<file path="config.mk">
export PLATFORM = sky130hd
export DESIGN_NAME = spdif_bmc_encoder
export DESIGN_NICKNAME = d
export VERILOG_FILES = /design/src/rtl/spdif_bmc_encoder_pkg.sv /design/src/rtl/spdif_channel_status.sv /design/src/rtl/spdif_bmc_encoder.sv
export SDC_FILE = /design/constraint.sdc
export NUM_CORES = 1
export LEC_CHECK = 0
export BUFFER_PORTS_ARGS = -buffer_cell sky130_fd_sc_hd__buf_4
export CAP_MARGIN = 20
export CORE_UTILIZATION = 35
export DETAILED_ROUTE_END_ITERATION = 8
export PLACE_DENSITY = 0.5
export SLEW_MARGIN = 10
export SYNTH_ARGS = -nofsm -noshare
export SYNTH_HDL_FRONTEND = slang
export SYNTH_HIERARCHICAL = 1
export SYNTH_SLANG_ARGS = --single-unit
</file>
<file path="constraint.sdc">
create_clock -name byte_clk_i -period 4.95 [get_ports byte_clk_i]
set_input_delay 0.495 -clock byte_clk_i [delete_from_list [all_inputs] [get_ports byte_clk_i]]
set_output_delay 0.495 -clock byte_clk_i [all_outputs]
set_load 0.005 [all_outputs]
</file>
<file path="src/rtl/spdif_bmc_encoder_pkg.sv">
// Shared S/PDIF definitions: format codes, preamble patterns, channel-status codes
// and the encoder FSM state type.
package spdif_bmc_encoder_pkg;

    localparam logic [1:0] BIT_DEPTH_16  = 2'd0;
    localparam logic [1:0] BIT_DEPTH_24  = 2'd1;
    localparam logic [1:0] BIT_DEPTH_32  = 2'd2;
    localparam logic [1:0] BIT_DEPTH_DOP = 2'd3;

    localparam logic [2:0] SAMPLE_RATE_44K1  = 3'd0;
    localparam logic [2:0] SAMPLE_RATE_48K   = 3'd1;
    localparam logic [2:0] SAMPLE_RATE_88K2  = 3'd2;
    localparam logic [2:0] SAMPLE_RATE_96K   = 3'd3;
    localparam logic [2:0] SAMPLE_RATE_176K4 = 3'd4;
    localparam logic [2:0] SAMPLE_RATE_192K  = 3'd5;

    // Cell sequences for a line level of 0, first cell in bit 7.
    localparam logic [7:0] PREAMBLE_B = 8'b11101000;
    localparam logic [7:0] PREAMBLE_M = 8'b11100010;
    localparam logic [7:0] PREAMBLE_W = 8'b11100100;

    localparam int         BLOCK_FRAMES = 192;
    localparam logic [7:0] LAST_FRAME   = 8'(BLOCK_FRAMES - 1);

    typedef enum logic [1:0] {
        ST_IDLE     = 2'd0,
        ST_PREAMBLE = 2'd1,
        ST_DATA     = 2'd2
    } enc_state_e;

    // Channel-status codes; bit 3 is transmitted first (bit 24 / bit 32).
    function automatic logic [3:0] cs_fs_code(input logic [2:0] rate);
        case (rate)
            SAMPLE_RATE_48K:   return 4'b0100;
            SAMPLE_RATE_88K2:  return 4'b0001;
            SAMPLE_RATE_96K:   return 4'b0101;
            SAMPLE_RATE_176K4: return 4'b0011;
            SAMPLE_RATE_192K:  return 4'b0111;
            default:           return 4'b0000;
        endcase
    endfunction

    // 32-bit and DoP are carried as 24-bit words.
    function automatic logic [3:0] cs_wl_code(input logic [1:0] depth);
        return (depth == BIT_DEPTH_16) ? 4'b0100 : 4'b1101;
    endfunction

endpackage

</file>
<file path="src/rtl/spdif_channel_status.sv">
// Channel-status lookup: returns the C bit carried by a given frame of the block.
module spdif_channel_status
    import spdif_bmc_encoder_pkg::*;
(
    input  logic [7:0] frame_idx,
    input  logic [2:0] sample_rate,
    input  logic [1:0] bit_depth,
    output logic       cs_bit
);

    logic [3:0] fs_code;
    logic [3:0] wl_code;

    assign fs_code = cs_fs_code(sample_rate);
    assign wl_code = cs_wl_code(bit_depth);

    always_comb begin
        cs_bit = 1'b0;
        if (frame_idx == 8'd2) begin
            cs_bit = 1'b1;
        end else if (frame_idx[7:2] == 6'd6) begin
            cs_bit = fs_code[2'd3 - frame_idx[1:0]];
        end else if (frame_idx[7:2] == 6'd8) begin
            cs_bit = wl_code[2'd3 - frame_idx[1:0]];
        end
    end

endmodule

</file>
<file path="src/rtl/spdif_bmc_encoder.sv">
// S/PDIF subframe builder and biphase-mark line encoder, one half-bit cell per cell_en_i.
// Each subframe is 8 preamble cells followed by 28 BMC-coded bits (slots 4-31).
module spdif_bmc_encoder
    import spdif_bmc_encoder_pkg::*;
(
    input  logic        byte_clk_i,
    input  logic        reset_i,
    input  logic        cell_en_i,
    input  logic        enable_i,
    input  logic [1:0]  bit_depth_i,
    input  logic [2:0]  sample_rate_i,
    input  logic [23:0] sample_i,
    input  logic        sample_valid_i,
    output logic        sample_ready_o,
    output logic        spdif_o,
    output logic        active_o,
    output logic        underrun_o,
    output logic        block_start_o,
    output logic [1:0]  dbg_state
);

    // Handshake: a sample transfers on a rising edge where sample_valid_i and
    // sample_ready_o are both high; ready is high exactly while the buffer is empty.

    enc_state_e  state_q, state_d;
    logic [5:0]  cell_q, cell_d;
    logic        load_sf, sf_end, emit, cell_val;
    logic [7:0]  frame_q;
    logic        right_q;
    logic [6:0]  pre_q;
    logic [27:0] word_q;
    logic        buf_full_q;
    logic [23:0] buf_q;
    logic [1:0]  depth_q, eff_depth;
    logic [2:0]  rate_q, eff_rate;
    logic        spdif_q, underrun_q, block_start_q;
    logic        first_frame, cs_bit, v_bit, parity;
    logic [23:0] smp;
    logic [7:0]  pat, pat_lvl;
    logic [27:0] sub_word;

    always_ff @(posedge byte_clk_i or posedge reset_i) begin
        if (reset_i) begin
            state_q <= ST_IDLE;
            cell_q  <= 6'd0;
        end else begin
            state_q <= state_d;
            cell_q  <= cell_d;
        end
    end

    // load_sf marks the cell that starts a subframe (first preamble cell).
    always_comb begin
        state_d = state_q;
        cell_d  = cell_q;
        load_sf = 1'b0;
        sf_end  = 1'b0;
        case (state_q)
            ST_IDLE: begin
                if (cell_en_i && enable_i) begin
                    load_sf = 1'b1;
                    state_d = ST_PREAMBLE;
                    cell_d  = 6'd1;
                end
            end
            ST_PREAMBLE: begin
                if (cell_en_i) begin
                    load_sf = (cell_q == 6'd0);
                    if (cell_q == 6'd7) begin
                        state_d = ST_DATA;
                        cell_d  = 6'd0;
                    end else begin
                        cell_d = cell_q + 6'd1;
                    end
                end
            end
            ST_DATA: begin
                if (cell_en_i) begin
                    if (cell_q == 6'd55) begin
                        sf_end  = 1'b1;
                        cell_d  = 6'd0;
                        state_d = (right_q && !enable_i) ? ST_IDLE : ST_PREAMBLE;
                    end else begin
                        cell_d = cell_q + 6'd1;
                    end
                end
            end
            default: state_d = ST_IDLE;
        endcase
    end

    // Format is latched only at the block start; that subframe already uses the new inputs.
    assign first_frame = (frame_q == 8'd0) && !right_q;
    assign eff_depth   = (load_sf && first_frame) ? bit_depth_i   : depth_q;
    assign eff_rate    = (load_sf && first_frame) ? sample_rate_i : rate_q;

    spdif_channel_status u_cs (
        .frame_idx   (frame_q),
        .sample_rate (eff_rate),
        .bit_depth   (eff_depth),
        .cs_bit      (cs_bit)
    );

    always_comb begin
        smp = buf_full_q ? buf_q : 24'd0;
        if (eff_depth == BIT_DEPTH_16) begin
            smp[7:0] = 8'd0;
        end
    end

    assign v_bit    = !buf_full_q;
    assign parity   = ^{cs_bit, 1'b0, v_bit, smp};
    assign sub_word = {parity, cs_bit, 1'b0, v_bit, smp};
    assign pat      = right_q ? PREAMBLE_W : ((frame_q == 8'd0) ? PREAMBLE_B : PREAMBLE_M);
    assign pat_lvl  = pat ^ {8{spdif_q}};
    assign emit     = cell_en_i && ((state_q != ST_IDLE) || load_sf);

    // Even cell of a bit always toggles; odd cell toggles again for a 1.
    always_comb begin
        cell_val = spdif_q;
        if (load_sf) begin
            cell_val = pat_lvl[7];
        end else if (state_q == ST_PREAMBLE) begin
            cell_val = pre_q[6];
        end else if (state_q == ST_DATA) begin
            cell_val = cell_q[0] ? (spdif_q ^ word_q[0]) : !spdif_q;
        end
    end

    always_ff @(posedge byte_clk_i or posedge reset_i) begin
        if (reset_i) begin
            spdif_q       <= 1'b0;
            underrun_q    <= 1'b0;
            block_start_q <= 1'b0;
            pre_q         <= 7'd0;
            word_q        <= 28'd0;
            frame_q       <= 8'd0;
            right_q       <= 1'b0;
            depth_q       <= BIT_DEPTH_16;
            rate_q        <= SAMPLE_RATE_44K1;
            buf_full_q    <= 1'b0;
            buf_q         <= 24'd0;
        end else begin
            underrun_q    <= 1'b0;
            block_start_q <= 1'b0;
            if (emit) begin
                spdif_q <= cell_val;
            end
            if (load_sf) begin
                pre_q         <= pat_lvl[6:0];
                word_q        <= sub_word;
                underrun_q    <= !buf_full_q;
                block_start_q <= first_frame;
                if (first_frame) begin
                    depth_q <= bit_depth_i;
                    rate_q  <= sample_rate_i;
                end
            end else if (cell_en_i && (state_q == ST_PREAMBLE)) begin
                pre_q <= {pre_q[5:0], 1'b0};
            end else if (cell_en_i && (state_q == ST_DATA) && cell_q[0]) begin
                word_q <= {1'b0, word_q[27:1]};
            end
            if (sf_end) begin
                if (right_q) begin
                    right_q <= 1'b0;
                    frame_q <= ((state_d == ST_IDLE) || (frame_q == LAST_FRAME)) ? 8'd0 : frame_q + 8'd1;
                end else begin
                    right_q <= 1'b1;
                end
            end
            if (load_sf) begin
                buf_full_q <= 1'b0;
            end
            if (sample_valid_i && !buf_full_q) begin
                buf_full_q <= 1'b1;
                buf_q      <= sample_i;
            end
        end
    end

    assign sample_ready_o = !buf_full_q;
    assign spdif_o        = spdif_q;
    assign active_o       = (state_q != ST_IDLE);
    assign underrun_o     = underrun_q;
    assign block_start_o  = block_start_q;
    assign dbg_state      = state_q;

endmodule

</file>
==> results of run 1 <==
-- through the flow --
stage          hold WS (ps)   util  setup WS (ps)
3_5_place_dp            490  0.401            995
6_report                280  0.428           1000
3_3_place_gp            480  0.401           1070
2_1_floorplan           461      -            966
5_1_grt                 354  0.428            537
4_1_cts                 315  0.428            974
-- power groups by stage --
stage	clock network [W]	registers [W]	logic [W]
finish	0.000738	0.00112	0.00112
global placement	0	0.00113	0.00112
detailed placement	0	0.00113	0.00113
global route	0.000786	0.00115	0.00125
floorplan	0	0.00105	0.000918
CTS	0.000764	0.00112	0.00114
-- cells in the mapped netlist, types with 2 or more instances --
cell	n
mux2_2	30
o21bai_1	3
a21boi_0	2
a22oi_1	2
ha_1	8
a211o_1	2
a32o_1	3
clkbuf_1	15
mux2i_1	33
inv_1	15
or3_1	6
dfrtp_1	85
a2111oi_2	2
and3_1	7
nand3_1	23
and2_1	3
a22o_1	4
nand3b_1	3
o21ai_0	39
buf_1	5
nand2_1	25
o31ai_1	4
nor2_1	15
xnor2_1	22
o41ai_1	3
xor2_1	4
a21oi_1	9
nand2b_1	2
a21o_1	4
nor3_1	8
nor2b_1	4
-- logic make-up (layout without fill, tap and decap cells) --
| kind of cell | Yosys count | in the layout | share of synthesized area |
|---|---|---|---|
| fa+ha+maj | 8 | 8 | 0.0227 |
| flops | 85 | 85 | 0.483 |
| xor+xnor | 26 | 26 | 0.0517 |
| simple gates | 103 | 103 | 0.120 |
| compound gates | 90 | 90 | 0.140 |
| buf+inv | 36 | 76 | 0.0307 |
| mux | 63 | 63 | 0.152 |
-- layout by cell type (no fill, tap or decap), drive strengths merged, types with 4 or more instances in the layout --
master  count
dfrtp      85
buf        44
o21ai      39
mux2i      33
mux2       30
nand2      25
nand3      23
xnor2      22
inv        16
nor2       15
clkbuf     11
a21oi       9
nor3        8
ha          8
and3        8
or3         7
o31ai       4
a22o        4
a21o        4
xor2        4
nor2b       4
o41ai       4
-- final timing paths --
check / cells after the start / endpoint
hold / removal: 2 / buf_q[11]
setup reg to reg: 13 / word_q[27]
min in group byte_clk_i: 2 / buf_q[4]
setup / recovery: 13 / word_q[27]
hold reg to reg: 2 / pre_q[0]
max in group asynchronous: 3 / cell_q[2]
-- worst register-to-register path, cell delays in order, from the launching register on --
cell and delay [ps]:
dfrtp_1 470, inv_1 90, ha_1 130, or4b_4 470
nor3_1 400, nand2_1 280, mux2_2 320, mux2_2 150
a22oi_1 60, a211o_1 310, a2111oi_2 490, o41ai_1 200
o2111ai_1 130, or3b_1 350
-- sequential cells by signal, indices dropped and copies added, names as in the netlist --
register       count
word_q            28
buf_q             24
frame_q            8
pre_q              7
cell_q             6
rate_q             3
dbg_state          2
depth_q            2
block_start_o      1
buf_full_q         1
right_q            1
spdif_o            1
underrun_o         1
-- metal layers --
layer | up-vias | GRT usage | wire length, um
met5 | - | 0 | 0
met1 | 1528 | 0.201 | 4320
met4 | 0 | 0.0693 | 182
met3 | 13 | 0.0233 | 201
li1 | 1553 | - | -
met2 | 33 | 0.241 | 4080
-- area by class of cell --
| class | instances | area (um^2) |
|---|---|---|
| clock buffer | 11 | 243 |
| sequential | 85 | 2130 |
| multi-input combinational | 290 | 2150 |
| fill | 1202 | 6960 |
| clock inverter | 5 | 82.6 |
| inverter | 16 | 61.3 |
| timing repair buffer | 44 | 330 |
| tap | 168 | 210 |
==> out/metrics.cfg, run 1 <==
[routing]
routed_wl_um = 8790
first_pass_iters = 4
via_per_inst = 5.05
num_vias = 3127
wl_per_cell_um = 14.2
antenna_left = 0
initialDrtViolationCount = 145
drc_errors = 0

[power_and_ir_drop]
p_clk_frac = 0.248
p_sw_w = 0.00105
power.share.switching = 0.353
p_comb_frac = 0.377
leakagePower_nw = 2.49
worst_ir_drop_vdd_v = 0.000280
pwr-share-seq = 0.375
p_int_w = 0.00192
p_per_area_mw_per_mm2 = 571
power_w = 0.00297

[critical_path]
critPathLaunchType = register
crit_family = simple AND/OR/NAND/NOR gates
critPathBufInv = 1
arrival_ps = 4170
worstPathMaxFanout = 9
worstSetupPathType = reg -> reg
slowest_stage = a2111oi_2
worstReg2RegStart = frame_q[0]
cp_cell_sequence = inv_1 > ha_1 > or4b_4 > nor3_1 > nand2_1 > mux2_2 > mux2_2 > a22oi_1 > a211o_1 > a2111oi_2 > o41ai_1 > o2111ai_1 > or3b_1
critical-path-max-stage-delay_ps = 490
critPathLaunch = frame_q[0]
reg2reg_slack_ps = 1000
setup.worst_path.end_class = register
cp_common_cell = mux2_2
critPathRequiredTime_ps = 5170

[layout]
antenna_cells = 0
stdcell_count = 619
drive_gt1_frac = 0.228
stdcell_area_mm2 = 0.00520
nets = 488
syn_to_final_growth_pct = 18.2

[logic_synthesis]
seq_area_frac_synth = 0.483
syn_inst = 411
synth_seq_cells = 85
synth.distinct_cells = 52
syn_avg_cell_area_um2 = 10.7
synth_area_mm2 = 0.00440
synth_top_area_frac = 0.483
yosys-top-cells-area = dfrtp_1 48%, mux2_2 7.7%, mux2i_1 7.5%
synth.net_count = 453
yosysTopAreaCell = dfrtp_1
yosysWarningCount = 6
async_flop_share = 1.00
synth-edff-count = 0
synthFlopType = dfrtp_1

[cts]
cts_buffers = 9
cts_buffer_depth = 2
postCtsSetupRepairBufs = 0
clk_pin_slew_ps = 60
numClockSinks = 85
root_buffer = clkbuf_16
worstSkewPairLatency_ps = 340
cts_htree_levels = 3
postCtsHoldBufs = 0
cts_resized = 0
cts_tree = done

[timing]
hold_viol_final = 0
min_period_over_period = 0.798
rsz0062_at_grt = no
setup_violations = 0
max_freq_ghz = 0.253
slew_viol_final = 0
worst-slew-pin-transition_ps = 813
skew_ps = 7.82
relSlewSlack = 0.452
finalSetupTns_ps = 0
fin_crit_ps = 3950

[place]
gp_congestion = 0.791
placed_cells = 603
port_buffers = 40
place_area_mm2 = 0.00488
dpl.hpwl_um = 5950

[die]
fp.dieW_um = 114
dieArea_mm2 = 0.0130
ioPinCount = 41
die_y_um = 114
core_area_mm2 = 0.0122
initial_utilization = 0.362
row_count = 40

[min_path]
hp-class = in -> async

[run_status]
status = finished, final reports clean

[global_routing]
antenna_found_initial = 0
grt_pass1_wl_um = 15600
track_usage = 0.150
grt_pass1_vias = 3213
grt_overflow = 0
grt_max_degree = 58

[run]
cap_violations = 0

Power figures use the tool's default switching activity.
==> run 2: changes to the inputs <==
==> constraint.sdc (replaced) <==
create_clock -name byte_clk_i -period 3.9 [get_ports byte_clk_i]
set_input_delay 0.39 -clock byte_clk_i [delete_from_list [all_inputs] [get_ports byte_clk_i]]
set_output_delay 0.39 -clock byte_clk_i [all_outputs]
set_load 0.005 [all_outputs]
==> out/metrics.cfg, run 2 (synthesis results as in run 1) <==
[cts]
postCtsSetupRepairBufs = 0  ; unchanged
root_buffer = clkbuf_16
worstSkewPairLatency_ps = 330  ; about the same
clk_pin_slew_ps = 60  ; about the same
cts_buffers = 9  ; unchanged
numClockSinks = 85  ; unchanged
cts_tree = done
cts_htree_levels = 3  ; unchanged
cts_buffer_depth = 2  ; unchanged

[timing]
max_freq_ghz = 0.278  ; +9.9%
skew_ps = 6.41  ; -1.41 ps
setup_violations = 0  ; unchanged
hold_viol_final = 0  ; unchanged
min_period_over_period = 0.921  ; +0.123
relSlewSlack = 0.463  ; +0.0112
finalSetupTns_ps = 0  ; unchanged
rsz0062_at_grt = no
worst-slew-pin-transition_ps = 797  ; -16.7 ps
fin_crit_ps = 3590  ; -357 ps
slew_viol_final = 0  ; unchanged

[run]
cap_violations = 0  ; unchanged

[critical_path]
critPathRequiredTime_ps = 4100  ; -1070 ps
reg2reg_slack_ps = 310  ; -690 ps
worstReg2RegStart = frame_q[1]
worstPathMaxFanout = 6  ; -3
arrival_ps = 3790  ; -380 ps
worstSetupPathType = reg -> reg
reg2reg_depth = 13  ; unchanged
critical_path.endpoint = word_q[27]
critPathLaunchType = register
setup.worst_path.end_class = register
critPathLaunch = frame_q[1]
timing.rr.end = word_q[27]

[place]
place_area_mm2 = 0.00494  ; +1.2%
dpl.hpwl_um = 6290  ; +5.7%
gp_congestion = 0.810  ; +2.4%
port_buffers = 40  ; unchanged

[routing]
wl_per_cell_um = 14.5  ; +2.0%
via_per_inst = 5.00  ; -0.96%
antenna_left = 0  ; unchanged
drc_errors = 0  ; unchanged
routed_wl_um = 9050  ; +3.0%
num_vias = 3127  ; unchanged
first_pass_iters = 6  ; +2
initialDrtViolationCount = 122  ; -16%

[die]
row_count = 40  ; unchanged
fp.dieW_um = 114  ; unchanged
initial_utilization = 0.362  ; unchanged
ioPinCount = 41  ; unchanged
dieArea_mm2 = 0.0130  ; unchanged
core_area_mm2 = 0.0122  ; unchanged
die_y_um = 114  ; unchanged

[layout]
nets = 494  ; +1.2%
drive_gt1_frac = 0.243  ; +0.0145
reg.largest.list = word_q (28), buf_q (24), frame_q (8)
antenna_cells = 0  ; unchanged
syn_to_final_growth_pct = 19.4
mostFrequentLayoutCells = 85 x dfrtp_1, 50 x buf_4, 39 x o21ai_0
stdcell_area_mm2 = 0.00526  ; +1.0%
largest_register_ffs = 28  ; unchanged
regMostFlops = word_q
mostFrequentLayoutCell = dfrtp_1

[global_routing]
busiest_layer = met2
grtUsageMet2 = 0.235  ; -0.00606
grt_max_degree = 58  ; unchanged
grt_pass1_vias = 3186  ; -0.84%
grtUsageMet1 = 0.218  ; +0.0168
grt_overflow = 0  ; unchanged
grt_pass1_wl_um = 15900  ; +2.2%
track_usage = 0.154  ; +0.00398
met3_usage = 0.0291  ; +0.00582
antenna_found_initial = 0  ; unchanged

[power_and_ir_drop]
leakagePower_nw = 2.51  ; +0.88%
p_per_area_mw_per_mm2 = 706  ; +24%
worst_ir_drop_vdd_v = 0.000287  ; +2.6%

[run_status]
status = finished, final reports clean

[min_path]
hp-class = in -> async

[run 2: routing by layer]
layer | routed length, um | share of wire
met1 | 4490 | 0.50
met2 | 4140 | 0.46
met3 | 280 | 0.031
met4 | 145 | 0.016
met5 | 0 | 0
[run 2: cell type report]
type / count / area (um^2)
Sequential cell: 85 / 2130
Clock inverter: 5 / 60.1
Inverter: 16 / 61.3
Multi-Input combinational cell: 290 / 2180
Tap cell: 168 / 210
Clock buffer: 11 / 243
Timing Repair Buffer: 50 / 375
Fill cell: 1151 / 6900
[run 2: worst max-delay path, cell delays in order, from the launching register on]
cell and delay [ps]:
dfrtp_1 440, inv_1 100, ha_1 130, or4b_4 470, nor3_2 220, nand2_2 160, mux2_2 290, mux2_2 140
a22oi_1 60, a211o_1 330, a2111oi_4 440, o41ai_1 200, o2111ai_1 120, or3b_1 360
[run 2: power breakdown]
group / switching, W / internal, W / total (W)
combinational: 0.000721 / 0.000716 / 0.00144
clock: 0.000341 / 0.000515 / 0.000856
sequential: 0.000259 / 0.00116 / 0.00142
[run 2: stage by stage]
step	instances	hold slack [ps]	setup slack [ps]	utilization	total power, W
2_1_floorplan	411	461	33.2	-	0.00250
3_3_place_gp	609	468	275	0.406	0.00288
3_5_place_dp	609	468	165	0.406	0.00289
4_1_cts	625	108	106	0.431	0.00377
5_1_grt	625	126	39.4	0.432	0.00401
6_report	625	90.5	307	0.432	0.00371
[run 2: how the worst min path moves through the flow]
stage                     slack [ps]  startpoint         to
after floorplan                  460    pre_q[0]   pre_q[0]
after global placement           470     reset_i  buf_q[13]
after detailed placement         470     reset_i  buf_q[13]
after CTS                        110     reset_i  buf_q[13]
after global routing             130     reset_i  buf_q[13]
final                             90     reset_i  buf_q[13]
[run 2: timing repair]
action                     4_1_cts  5_1_grt
hold endpoints to repair         0        0
hold buffers                     0        0
resized for setup                0        3
setup endpoints to repair        0        1
